### config.mk
export PLATFORM = sky130hd
export DESIGN_NAME = imem_loader
export DESIGN_NICKNAME = d
export VERILOG_FILES = /design/src/rtl/imem_loader_pkg.sv /design/src/rtl/imem_loader_packer.sv /design/src/rtl/imem_loader.sv
export SDC_FILE = /design/constraint.sdc
export NUM_CORES = 1
export LEC_CHECK = 0
export ABC_AREA = 1
export CELL_PAD_IN_SITES_DETAIL_PLACEMENT = 1
export CELL_PAD_IN_SITES_GLOBAL_PLACEMENT = 2
export CORE_MARGIN = 2
export CORE_UTILIZATION = 30
export DETAILED_ROUTE_END_ITERATION = 10
export PLACE_DENSITY = 0.91
export SETUP_SLACK_MARGIN = 0.02
export SYNTH_ARGS = -nofsm -noshare
export SYNTH_HDL_FRONTEND = slang
export SYNTH_HIERARCHICAL = 1
export SYNTH_SLANG_ARGS = --single-unit
### constraint.sdc
create_clock -name clk -period 2.8 [get_ports clk]
set_input_delay 0.42 -clock clk [delete_from_list [all_inputs] [get_ports clk]]
set_output_delay 0.42 -clock clk [all_outputs]
set_load 0.05 [all_outputs]
### src/rtl/imem_loader_pkg.sv
// rtl/imem_loader_pkg.sv - shared types and constants for the instruction memory loader
package imem_loader_pkg;

  typedef enum logic [2:0] {
    IDLE,
    LEN_LO,
    LEN_HI,
    DATA,
    CHECK,
    DONE,
    ERROR
  } loader_state_e;

  localparam logic [7:0] DEFAULT_SYNC_BYTE = 8'hA5;
  localparam int         WORD_BYTES        = 4;

endpackage

### src/rtl/imem_loader_packer.sv
// rtl/imem_loader_packer.sv - little-endian byte-to-word packer with running XOR checksum
module byte_word_packer
  import imem_loader_pkg::*;
(
  input  logic        clk,
  input  logic        reset,
  input  logic        clear,
  input  logic        byte_valid,
  input  logic [7:0]  byte_data,
  output logic        word_valid,
  output logic [31:0] word,
  output logic [7:0]  chk
);

  logic [1:0]  byte_idx;
  logic [23:0] low_bytes;

  // The last lane is never stored: the word is presented combinationally so
  // the top can register the write on the same edge that accepts the byte.
  assign word_valid = byte_valid && (byte_idx == 2'(WORD_BYTES - 1));
  assign word       = {byte_data, low_bytes};

  always_ff @(posedge clk) begin
    if (reset || clear) begin
      byte_idx  <= 2'd0;
      low_bytes <= 24'd0;
      chk       <= 8'd0;
    end else if (byte_valid) begin
      chk      <= chk ^ byte_data;
      byte_idx <= byte_idx + 2'd1;
      case (byte_idx)
        2'd0:    low_bytes[7:0]   <= byte_data;
        2'd1:    low_bytes[15:8]  <= byte_data;
        2'd2:    low_bytes[23:16] <= byte_data;
        default: ;
      endcase
    end
  end

endmodule

### src/rtl/imem_loader.sv
// rtl/imem_loader.sv - framed byte stream to instruction memory writer with checksum-gated CPU release
module imem_loader
  import imem_loader_pkg::*;
#(
  parameter int          MAX_WORDS = 32768,
  parameter logic [7:0]  SYNC_BYTE = DEFAULT_SYNC_BYTE,
  parameter logic [31:0] BASE_ADDR = 32'h0000_0000
) (
  input  logic        clk,
  input  logic        reset,
  input  logic        rearm,
  input  logic [7:0]  in_data,
  input  logic        in_valid,
  output logic        in_ready,
  output logic        mem_we,
  output logic [31:0] mem_addr,
  output logic [31:0] mem_wdata,
  output logic        cpu_hold,
  output logic        done,
  output logic        err,
  output logic [15:0] words_written
);

  loader_state_e state;
  logic [7:0]    len_lo;
  logic [15:0]   len;
  logic [15:0]   n_hi;
  logic [15:0]   ww_next;
  logic          take;
  logic          pack_clear;
  logic          pack_valid;
  logic          word_valid;
  logic [31:0]   word;
  logic [7:0]    chk;

  // rearm outranks a simultaneous handshake, so the byte never reaches the FSM.
  assign take       = in_valid && in_ready && !rearm;
  assign n_hi       = {in_data, len_lo};
  assign ww_next    = words_written + 16'd1;
  assign pack_clear = rearm || (take && state == LEN_HI);
  assign pack_valid = take && state == DATA;

  byte_word_packer u_packer (
    .clk        (clk),
    .reset      (reset),
    .clear      (pack_clear),
    .byte_valid (pack_valid),
    .byte_data  (in_data),
    .word_valid (word_valid),
    .word       (word),
    .chk        (chk)
  );

  always_ff @(posedge clk) begin
    if (reset) begin
      state         <= IDLE;
      in_ready      <= 1'b0;
      mem_we        <= 1'b0;
      mem_addr      <= 32'd0;
      mem_wdata     <= 32'd0;
      cpu_hold      <= 1'b1;
      done          <= 1'b0;
      err           <= 1'b0;
      words_written <= 16'd0;
      len_lo        <= 8'd0;
      len           <= 16'd0;
    end else begin
      in_ready <= 1'b1;
      mem_we   <= 1'b0;
      if (rearm) begin
        state    <= IDLE;
        done     <= 1'b0;
        err      <= 1'b0;
        cpu_hold <= 1'b1;
      end else begin
        if (word_valid) begin
          mem_we        <= 1'b1;
          mem_addr      <= BASE_ADDR + {14'd0, words_written, 2'b00};
          mem_wdata     <= word;
          words_written <= ww_next;
        end
        if (take) begin
          case (state)
            IDLE: begin
              if (in_data == SYNC_BYTE) state <= LEN_LO;
            end
            LEN_LO: begin
              len_lo <= in_data;
              state  <= LEN_HI;
            end
            LEN_HI: begin
              len           <= n_hi;
              words_written <= 16'd0;
              if ({1'b0, n_hi} > 17'(MAX_WORDS)) begin
                state    <= ERROR;
                err      <= 1'b1;
                cpu_hold <= 1'b1;
              end else if (n_hi == 16'd0) begin
                state <= CHECK;
              end else begin
                state <= DATA;
              end
            end
            DATA: begin
              if (word_valid && ww_next == len) state <= CHECK;
            end
            CHECK: begin
              if (in_data == chk) begin
                state    <= DONE;
                done     <= 1'b1;
                cpu_hold <= 1'b0;
              end else begin
                state    <= ERROR;
                err      <= 1'b1;
                cpu_hold <= 1'b1;
              end
            end
            default: ;
          endcase
        end
      end
    end
  end

endmodule

# == Word level (Yosys, flattened, before mapping) ==
# Cells that the tools add are included.
# word_totals
reg_bits,130
inputBits,12
word_cells,76
out_inout_bits,85
# op_classes
bitwise,2
addsub,2
muxes,16
order_cmp,1
reduce_logical,25
eq_ne,14
# ops
op,count
two-way mux 16 bit,3
adder 16 x 1 -> 16 bit (second input constant),1
== test 16 bit,1
> comparator 16 bit (second input constant),1
logical NOT 16 bit,1
one-hot mux 3 bit (5 select lines),1
two-way mux 3 bit,4
AND reduction 3 bit,4
== test 8 bit,1
== test 8 bit (second input constant),1
AND reduction 2 bit,4
AND reduction 4 bit,2
XOR 8 bit,1
== test 3 x 2 -> 1 bit (second input constant),2
logical AND 1 bit,6
two-way mux 1 bit,5
nonzero test 5 bit,1
== test 2 bit (second input constant),2
inequality test 2 x 1 -> 1 bit (second input constant),2
inequality test 2 bit (second input constant),2
one-hot mux 1 bit (2 select lines),2
== test 3 x 1 -> 1 bit (second input constant),1
== test 3 bit (second input constant),1
logical NOT 3 bit,1
other kinds (9),10

# == Longest topological paths before layout ==
# logic_depth
ltp_word,7
mapped_depth,21
depth_no_buf,18

# == Hierarchy ==
# Netlist, hierarchy kept.
# by_module_without_submodules
module,cells_each,area_each_um2,seq_area_each_um2,n_inst
imem_loader,631,4481.8,1921.8,1
byte_word_packer,211,1561.5,680.7,1

# == Worst setup path after synthesis ==
# No wires, ideal clock.
# synth_timing
path_kind,reg2reg
startpoint,reg in_ready
endpoint,reg mem_addr[10]
setup_time_ns,0.070
synth_period_minus_slack_ns,2.486
path_stages_with_launch,14
required_ns,2.730
setup_slack_ns,0.314
t_arrival_ns,2.416
n_path_buf,5
cell_sequence,dfxtp_1 nand3_4 nor2_1 buf_6 buf_6 buf_6 nand2_1 inv_1 inv_2 nor2_1 clkbuf_1 clkbuf_1 o21ai_0 a21oi_1
# synth_between
elab_chain_len,5
# synth_rtl
element,line,source
"start, declared",imem_loader.sv:14,"output logic in_ready,"
"start signal, assigned",imem_loader.sv:57,in_ready <= 1'b0;
"start signal, assigned",imem_loader.sv:68,in_ready <= 1'b1;
logical AND 1 bit (2 in a row),imem_loader.sv:37,assign take = in_valid && in_ready && !rearm;
logical AND 1 bit,imem_loader.sv:41,assign pack_valid = take && state == DATA;
via pack_valid,imem_loader.sv:31,logic pack_valid;
logical AND 1 bit,imem_loader_packer.sv:20,assign word_valid = byte_valid && (byte_idx == 2'(WORD_BYTES - 1));
via word_valid,imem_loader.sv:32,logic word_valid;
AND reduction 2 bit (no source line),--,
"end signal, assigned",imem_loader.sv:78,"mem_addr <= BASE_ADDR + {14'd0, words_written, 2'b00};"
"end, declared",imem_loader.sv:16,"output logic [31:0] mem_addr,"
# The timed path passes the listed nets, and every way through them passes these cells.
# A chain may end at the register's enable or synchronous reset.

# == Final worst setup path ==
# layout_timing
startpoint,reg state[2]
endpoint,reg state[2]
# layout_between
elab_chain_len,6
elab_cells_between_ends,13
cone_classes,6 x eq/ne; 1 x mux; 6 x reduce/logical
# layout_rtl
element,line,source
"start, declared",imem_loader.sv:24,loader_state_e state;
"start signal, assigned",imem_loader.sv:56,state <= IDLE;
"start signal, assigned",imem_loader.sv:71,state <= IDLE;
"start signal, assigned",imem_loader.sv:85,if (in_data == SYNC_BYTE) state <= LEN_LO;
== test 3 x 2 -> 1 bit,imem_loader.sv:41,
logical AND 1 bit,imem_loader.sv:41,
via pack_valid,imem_loader.sv:31,
logical AND 1 bit,imem_loader_packer.sv:20,
via word_valid,imem_loader.sv:32,
logical AND 1 bit,imem_loader.sv:105,if (word_valid && ww_next == len) state <= CHECK;
inequality test 2 x 1 -> 1 bit (no source line),--,
AND reduction 4 bit (no source line),--,
# The timed path passes the listed nets, and every way through them passes these cells.

==> impl_metrics.tcl <==
set metrics [dict create \
    wl_per_cell_microns 15.1 \
    initial_core_util 0.308 \
    synth_edf_count 0 \
    synthMuxAreaShare 0 \
    yosys.cell_types.count 42 \
    core_area_sq_um 19600 \
    avgSynthCellArea_sq_um 7.18 \
    synthCells 842 \
    crit_buf_inv 4 \
    clockRootBuffer "clkbuf_16" \
    clkLatencyLatePin_ns 0.43 \
    ys_async_sr_fraction 0 \
    clock_path_buffers 2 \
    chipWidth_microns 146 \
    drt_iter0_markers 276 \
    placed_area_sq_um 6990 \
    p_per_area_nw_per_um2 551 \
    maxCapViolCount 0 \
    use_met2 0.288 \
    power.switching_mw 1.02 \
    layout_commonest_cell "nor2_1" \
    fin_skew_ns 0.00759 \
    seqPwrFrac 0.445 \
    use_met3 0.0414 \
    rsz0062_at_grt "false" \
    dieArea_sq_um 21300 \
    peakVddDrop_mv 0.378 \
    yosys.area_share.adder 0.0104 \
    first_global_vias 5372 \
    drive_gt1_frac 0.0773 \
    clkPwrFrac 0.511 \
    synth_compound_area_frac 0.146 \
    slowest_delay_ns 0.36 \
    fin_nets 923 \
    whs_ns 0.456 \
    arrival_ns 2.60 \
    fp.dieH_microns 146 \
    critPathTopFamily "simple AND/OR/NAND/NOR gates" \
    rrSetupSlack_ns 0.51 \
    setup_viol 0 \
    syn-cell-area_sq_um 6040 \
    use_met1 0.215 \
    sw_frac_of_total 0.245 \
    fin_crit_sh 0.816 \
    status "complete, no violations" \
    cp_cell_sequence "inv_1 > nand2_1 > nor2_1 > inv_1 > nor2_4 > nand2_1 > inv_1 > inv_2 > a21oi_1 > o211ai_1 > nor2_1 > nand3_1 > nor2_2 > nand3_2 > nand2_2 > nand3_1 > nand2_1 > nor2_1" \
    leakage_nw 2.96 \
    boundaryPins 97 \
    layout_common_cells "nor2_1, nand2_1, dfxtp_1, o21ai_0, clkdlybuf4s50_1" \
    tns_ns 0 \
    worstPathMaxFanout 9 \
    max-slew-margin-rel 0.537 \
    numPortBuffers 80 \
    hpwl_microns 12300 \
    synth-simple-area-share 0.290 \
    yosysSeqAreaShare 0.431 \
    slowest_stage "dfxtp_1" \
    clkSlewWorstSetupHoldPaths_ns 0.06 \
    synth_flop_cell "dfxtp_1" \
    place.gp.congestion 0.788 \
    share_comb_of_total_power 0.043 \
    grt_start_max_net_pins 68 \
    worst_pin_slew_ns 0.694 \
    setup.worst_path.end_class "flip-flop" \
    h-tree-depth 4 \
    dp_slack_ns 0.209 \
    postCtsSetupBuffers 0 \
    worst_slack_ns 0.514 \
    area_growth_pct 24.9 \
    power.internal_mw 3.14 \
    cts_hold_buf 0 \
    worstSetupPathType "flip-flop to flip-flop" \
    busiest_layer "met2" \
    post_cts_resized 0 \
    diodes 0 \
    hold_viol 0 \
    cts_sinks 130 \
    min_period_ns 2.29 \
    grt_pass1_wl_microns 28800 \
    groute.usage.overall 0.169 \
    synth-xor-area-share 0.0182 \
    slew_viol_final 0 \
    ant_nets 0 \
    synth_top_family_by_area "simple AND/OR/NAND/NOR gates" \
    vias_per_cell 4.70 \
    drt_pass1_iterations 4 \
    ys_seq_elements 130 \
    row_count 51 \
    cts_tree "built" \
    cts_buffers 17 \
    cp.required_ns 3.12 \
    max_freq_mhz 437 \
    num_vias 5561 \
    synth_warnings 6 \
    route.detailed.drc 0 \
    routed_wl_microns 17900 \
    min_path_type "flip-flop to flip-flop" \
    postLayoutCellArea_sq_um 7550 \
    startpoint_type "flip-flop" \
    grt_antenna_before_repair 0 \
    grt-ovfl-total 0 \
]
-- Yosys cell counts (4+ instances only) --
master    number  area share
xor2_1         5      0.0072
buf_2          6      0.0050
nand3b_1       8      0.0099
nor4_1         4      0.0041
nand4_1        9      0.0093
nand2_1      130       0.081
a21oi_1       72       0.060
inv_1         60       0.037
xnor2_1        5      0.0072
buf_4         29       0.036
o21ai_0       81       0.067
nor2_1       165        0.10
dfxtp_1      130        0.43
nor3_1         4      0.0033
clkbuf_1      24       0.015
nor2_4         7       0.013
ha_1           5       0.010
buf_6          4      0.0075
nand3_1       61       0.051
nand2_2        4      0.0041
-- registers in the layout (all words and copies together), names as in the netlist --
| name | cells |
|---|---|
| mem_wdata | 32 |
| u_packer/low_bytes | 24 |
| len | 16 |
| mem_addr | 16 |
| words_written | 16 |
| len_lo | 8 |
| u_packer/chk | 8 |
| state | 3 |
| u_packer/byte_idx | 2 |
| cpu_hold | 1 |
| done | 1 |
| err | 1 |
| in_ready | 1 |
| mem_we | 1 |
-- worst paths after layout --
path	start	endpoint	cells past startpoint
setup / recovery	state[2]	state[2]	18
hold / removal	err	err	2
setup reg to reg	state[2]	state[2]	18
hold reg to reg	err	err	2
-- area by class of cell --
class                           count  area, sq um
Inverter                           62          233
Tap cell                          265          332
Clock inverter                     12          109
Clock buffer                       20          447
Multi-Input combinational cell    599         2880
Timing Repair Buffer               96          946
Fill cell                        2464        12000
Sequential cell                   130         2600
-- worst register-to-register path, delay by kind of cell, from the launching register on --
kind,cells,cell delay (ns)
and+or+nand+nor,12,1.14
buffers and inverters,4,0.45
DFF,1,0.36
AOI/OAI and AO/OA,2,0.23
-- per-layer routing --
| layer | share of wire | up-vias |
|---|---|---|
| met5 | 0 | - |
| met4 | 0.011 | 0 |
| met3 | 0.036 | 16 |
| met2 | 0.48 | 93 |
| met1 | 0.47 | 2624 |
| li1 | - | 2828 |
-- power by group through the flow --
| stage | Combinational, mW | Clock, mW | Sequential [mW] |
|---|---|---|---|
| global placement | 0.179 | 0 | 1.89 |
| detailed placement | 0.179 | 0 | 1.89 |
| floorplan | 0.133 | 0 | 1.89 |
| CTS | 0.180 | 2.17 | 1.85 |
| finish | 0.179 | 2.13 | 1.85 |
| global route | 0.193 | 2.26 | 1.85 |
-- per-stage QoR --
| stage | instances | util | total power, mW |
|---|---|---|---|
| 6_report | 1184 | 0.385 | 4.16 |
| 5_1_grt | 1184 | 0.385 | 4.30 |
| 4_1_cts | 1184 | 0.385 | 4.20 |
| 3_5_place_dp | 1152 | 0.357 | 2.07 |
| 3_3_place_gp | 1152 | 0.357 | 2.07 |
| 2_1_floorplan | 857 | - | 2.03 |
-- cells by family (layout without fill, tap and decap cells) --
group / count (synthesis) / count (layout)
AOI/OAI and AO/OA: 167 / 167
adders and majority gates: 5 / 5
buffers and inverters: 128 / 190
and+or+nand+nor: 400 / 400
other: 1 / 16
DFF: 130 / 130
xor gates and xnor gates: 11 / 11
Note: power is estimated with default switching activity, not from simulation.
